## config.mk

```make
export PLATFORM = sky130hd
export DESIGN_NAME = ws2812b_frame_ctrl
export DESIGN_NICKNAME = d
export VERILOG_FILES = /design/src/rtl/ws2812b_frame_ctrl.sv
export SDC_FILE = /design/constraint.sdc
export NUM_CORES = 1
export LEC_CHECK = 0
export CAP_MARGIN = 10
export CORE_MARGIN = 5
export CORE_UTILIZATION = 40
export DETAILED_ROUTE_END_ITERATION = 8
export PLACE_DENSITY = 0.72
export SETUP_SLACK_MARGIN = 0.1
export SLEW_MARGIN = 25
export SYNTH_ARGS = -nofsm -noshare
export SYNTH_HDL_FRONTEND = slang
export SYNTH_SLANG_ARGS = --single-unit
```

## constraint.sdc

```tcl
create_clock -name clk_50Mhz -period 2.73 [get_ports clk_50Mhz]
set_clock_uncertainty 0.2 [all_clocks]
set_input_delay 0.819 -clock clk_50Mhz [delete_from_list [all_inputs] [get_ports clk_50Mhz]]
set_output_delay 0.819 -clock clk_50Mhz [all_outputs]
set_load 0.05 [all_outputs]
```

## src/rtl/ws2812b_frame_ctrl.sv

```systemverilog
// Frame sequencer for the WS2812B bit driver: fetches NUM_LEDS GRB words,
// streams each MSB-first as write0/write1 requests, then issues one latch request.
module ws2812b_frame_ctrl #(
  parameter int NUM_LEDS    = 8,
  parameter int ADDR_W      = 3,
  parameter int ACK_TIMEOUT = 8
) (
  input  logic              clk_50Mhz,
  input  logic              reset,
  input  logic              start,
  output logic              busy,
  output logic              done,
  output logic              err,
  output logic              pix_rd,
  output logic [ADDR_W-1:0] pix_addr,
  input  logic [23:0]       pix_data,
  output logic              drv_write0,
  output logic              drv_write1,
  output logic              drv_latch,
  input  logic              drv_ready
);

  localparam int TMO_W = $clog2(ACK_TIMEOUT + 1);

  localparam logic [ADDR_W-1:0] LAST_IDX  = ADDR_W'(NUM_LEDS - 1);
  localparam logic [ADDR_W-1:0] IDX_ONE   = ADDR_W'(1);
  localparam logic [TMO_W-1:0]  TMO_LIMIT = TMO_W'(ACK_TIMEOUT);
  localparam logic [TMO_W-1:0]  TMO_ONE   = TMO_W'(1);

  localparam logic [3:0] S_IDLE     = 4'd0;
  localparam logic [3:0] S_FETCH    = 4'd1;
  localparam logic [3:0] S_LOAD     = 4'd2;
  localparam logic [3:0] S_SEND     = 4'd3;
  localparam logic [3:0] S_WAIT_LO  = 4'd4;
  localparam logic [3:0] S_WAIT_HI  = 4'd5;
  localparam logic [3:0] S_LATCH    = 4'd6;
  localparam logic [3:0] S_LWAIT_LO = 4'd7;
  localparam logic [3:0] S_LWAIT_HI = 4'd8;
  localparam logic [3:0] S_DONE     = 4'd9;

  logic [3:0]        state;
  logic [23:0]       shreg;
  logic [4:0]        bit_cnt;
  logic [ADDR_W-1:0] pix_idx;
  logic [TMO_W-1:0]  tmo_cnt;
  logic [TMO_W-1:0]  tmo_next;

  assign tmo_next = tmo_cnt + TMO_ONE;

  always_ff @(posedge clk_50Mhz) begin
    if (reset) begin
      state      <= S_IDLE;
      busy       <= 1'b0;
      done       <= 1'b0;
      err        <= 1'b0;
      pix_rd     <= 1'b0;
      pix_addr   <= '0;
      drv_write0 <= 1'b0;
      drv_write1 <= 1'b0;
      drv_latch  <= 1'b0;
      shreg      <= '0;
      bit_cnt    <= '0;
      pix_idx    <= '0;
      tmo_cnt    <= '0;
    end else begin
      pix_rd     <= 1'b0;
      drv_write0 <= 1'b0;
      drv_write1 <= 1'b0;
      drv_latch  <= 1'b0;
      done       <= 1'b0;

      case (state)
        S_IDLE: begin
          if (start) begin
            err     <= 1'b0;
            busy    <= 1'b1;
            pix_idx <= '0;
            state   <= S_FETCH;
          end
        end

        S_FETCH: begin
          pix_rd   <= 1'b1;
          pix_addr <= pix_idx;
          state    <= S_LOAD;
        end

        S_LOAD: begin
          shreg   <= pix_data;
          bit_cnt <= 5'd23;
          state   <= S_SEND;
        end

        S_SEND: begin
          drv_write1 <= shreg[23];
          drv_write0 <= ~shreg[23];
          tmo_cnt    <= '0;
          state      <= S_WAIT_LO;
        end

        // A driver that never drops ready aborts the frame without a done pulse.
        S_WAIT_LO, S_LWAIT_LO: begin
          if (!drv_ready) begin
            state <= (state == S_WAIT_LO) ? S_WAIT_HI : S_LWAIT_HI;
          end else if (tmo_next == TMO_LIMIT) begin
            err   <= 1'b1;
            busy  <= 1'b0;
            state <= S_IDLE;
          end else begin
            tmo_cnt <= tmo_next;
          end
        end

        S_WAIT_HI: begin
          if (drv_ready) begin
            if (bit_cnt != 5'd0) begin
              shreg   <= {shreg[22:0], 1'b0};
              bit_cnt <= bit_cnt - 5'd1;
              state   <= S_SEND;
            end else if (pix_idx != LAST_IDX) begin
              pix_idx <= pix_idx + IDX_ONE;
              state   <= S_FETCH;
            end else begin
              state <= S_LATCH;
            end
          end
        end

        S_LATCH: begin
          drv_latch <= 1'b1;
          tmo_cnt   <= '0;
          state     <= S_LWAIT_LO;
        end

        S_LWAIT_HI: begin
          if (drv_ready) begin
            state <= S_DONE;
          end
        end

        S_DONE: begin
          done  <= 1'b1;
          busy  <= 1'b0;
          state <= S_IDLE;
        end

        default: begin
          state <= S_IDLE;
        end
      endcase
    end
  end

endmodule

```

==> impl_metrics.toml <==
[outcome]
status = "complete, no violations"

[cells_and_area]
syn2layout_area_growth_pct = 23.2
seq_area_sq_mm = 0.00100
drive_gt1_share_pct = 9.76
fin_nets = 369
diodes = 0
multi_input_area_sq_mm = 0.00146
fill_cells = 618
post-route-util_pct = 50.5

[clocking]
cts_resized = 0
cts_tree = "yes"
numCtsBuffers = 5
clockBufferDepth = 2
postCtsHoldBufs = 0
cts.clk_slew.worst_paths_ns = 0.10
cts_setup_buffers = 0
clkLatencyLatePin_ns = 0.31
h-tree-depth = 2
cts_root_buffer = "clkbuf_8"
cts.sinks = 50

[drt]
wire_per_inst_um = 15.4
wl_mm = 6.39
drc = 0
ant_nets = 0
dr.pass1.iters = 5
via_count = 2500
viasPerCell = 6.02
drt_iter0_drc = 129

[worst_setup_path]
critPathMaxStageDelay_ns = 0.80
crit_buf_inv = 1
critPathLaunchType = "flop"
slowest_stage = "clkdlybuf4s50_1"
crit_family = "buffers and inverters"
required_ns = 1.71
crit_path_cell_trace = "clkdlybuf4s50_1"
path_class = "flop to primary output"
r2r-start = "bit_cnt[0]"
cp_max_fo = 2
cp-end-kind = "primary output"
cp_data_arrival_time_ns = 1.46
crit_start = "pix_addr[0]"

[logic_synthesis]
synth-async-reset-ratio_pct = 0
seq_area_frac_synth_pct = 38.7
synthesis.nets = 339
synth_area_leader_cell = "dfxtp_1"
synth-main-ff-cell = "dfxtp_1"
syn_area_sq_mm = 0.00259
ys_warn_count = 0
syn_inst = 307
synth_edf_count = 0
netlist_top_cells_area = "dfxtp_1, a32o_1, a21oi_1, o21ai_0, nand2_1"
synth.avg_cell_area_sq_um = 8.43
synth-seq-cells = 50
synth.distinct_cells = 50
synth.top_cell.area_share_pct = 38.7

[timing]
tightest_slew_ns = 0.664
finalCritPeriodShare_pct = 90.9
max_slew_margin_pct = 55.7
fin_tns_setup_ns = 0
final-setup-viol-count = 0
rsz0062_at_grt = "no"
drv_slew = 0
fin_crit_ns = 2.48
fmax_mhz = 403
hold_violations = 0

[placed_design]
gp_routability_congestion = 0.781
port_buffers = 37
dp_hpwl_mm = 4.17

[pwr]
ir_drop_mv = 0.435
comb_power_share_pct = 43.7
internal_power_w = 0.00162
p_leak_nw = 1.10
power_frac_clock_pct = 19.6
power_frac_seq_pct = 36.6
p_sw_w = 0.00112
power.density_mw_per_mm2 = 860
p_sw_share_pct = 40.8

[run]
drv_cap = 0

[floorplan]
die-area_sq_mm = 0.00818
dieHeight_um = 90.4
core-area_sq_mm = 0.00631
die_x_um = 90.4
io_pins = 38
initial_core_util_pct = 41.0
rows = 29

[hold_path]
hold_start = "err"
hold_path.class = "flop to flop"

[global_routing]
grt_remaining_overflow = 0
grt_usage_pct = 15.8
grt_max_degree = 33
grt_pass1_wl_mm = 11.1
antenna_found_initial = 0
grt_pass1_vias = 2418
flip-flops by register name (all words and copies together) (netlist names):
name	cells
err	1
busy	1
drv_write0	1
drv_latch	1
tmo_cnt	4
drv_write1	1
done	1
state	4
pix_addr	3
bit_cnt	5
shreg	24
pix_idx	3
pix_rd	1
Yosys cell counts (2+ instances only):
cell type and count:
dfxtp_1 50, a21oi_1 37, o211a_1 4, nor4_1 2, and3b_1 4, and4b_1 2
nor3_1 5, nor2_1 12, mux2i_1 5, or3_1 2, clkbuf_1 23, nand2_1 29
nor4b_1 2, ha_1 4, o211ai_1 6, or2_2 2, nand3_1 5, inv_1 8
a32o_1 23, a31oi_1 5, o21a_1 2, o21ai_0 30, nand2b_1 5, buf_2 5
or4_1 4, mux2_2 2, nand4_1 5, xnor2_1 2
final cells by class:
class	count	area share, %
well taps	77	3.02
clock buffers	5	2.16
repair buffers	52	15.2
inverters	8	0.942
flip-flops and latches	50	31.4
multi-input cells	220	45.9
clock inverters	3	1.41
kinds of logic after synthesis:
logic type,share of synthesized area (%)
AO/OA/AOI/OAI,31.2
XOR/XNOR,0.677
adder cells (fa/ha/maj),1.93
buffers and inverters,5.61
flip-flops,38.7
multiplexers,2.80
AND/OR/NAND/NOR,19.1
cell usage in the layout (no fill, tap or decap), types with 4 or more instances in the layout:
cell	count
buf_4	15
or4_1	4
clkdlybuf4s50_1	37
mux2i_1	5
nor2_1	12
a31oi_1	5
nor3_1	5
nand2b_1	5
nand4_1	5
inv_1	8
ha_1	4
and3b_1	4
nand2_1	29
clkbuf_8	5
o211ai_1	6
o21ai_0	30
a32o_1	23
dfxtp_1	50
a21oi_1	37
o211a_1	4
nand3_1	5
path summary, 6_finish.rpt:
| check | slack, ns | cells past startpoint | end |
|---|---|---|---|
| max | 0.25 | 1 | pix_addr[0] |
| min | 0.26 | 2 | err |
| max reg2reg | 0.33 | 6 | state[2] |
| min reg2reg | 0.26 | 2 | err |
metrics by stage:
step / hold slack [ns] / setup WS (ns) / std cells / total power (W) / area, sq um
2_1_floorplan: 0.209 / 0.523 / 307 / 0.00184 / 2590
3_3_place_gp: 0.221 / 0.0800 / 407 / 0.00217 / 3070
3_5_place_dp: 0.231 / 0.0245 / 407 / 0.00220 / 3070
4_1_cts: 0.251 / 0.234 / 415 / 0.00273 / 3180
5_1_grt: 0.263 / 0.211 / 415 / 0.00293 / 3190
6_report: 0.257 / 0.248 / 415 / 0.00274 / 3190
per-layer routing:
metal	up-vias	share of wire [%]	track usage (%)	routed length, um
met5	-	0	0	0
met2	69	48	26.3	3060
met4	0	1.3	4.71	80
met1	1203	45	20.6	2900
met3	7	5.4	2.92	343
li1	1221	-	-	-
power by group through the flow:
stage | registers (W) | logic, W | clock network, W
2_1_floorplan | 0.000962 | 0.000879 | 0
3_3_place_gp | 0.00101 | 0.00117 | 0
3_5_place_dp | 0.00101 | 0.00118 | 0
4_1_cts | 0.000997 | 0.00119 | 0.000549
5_1_grt | 0.00102 | 0.00133 | 0.000577
6_report | 0.00100 | 0.00120 | 0.000539
Power figures use the tool's default switching activity.
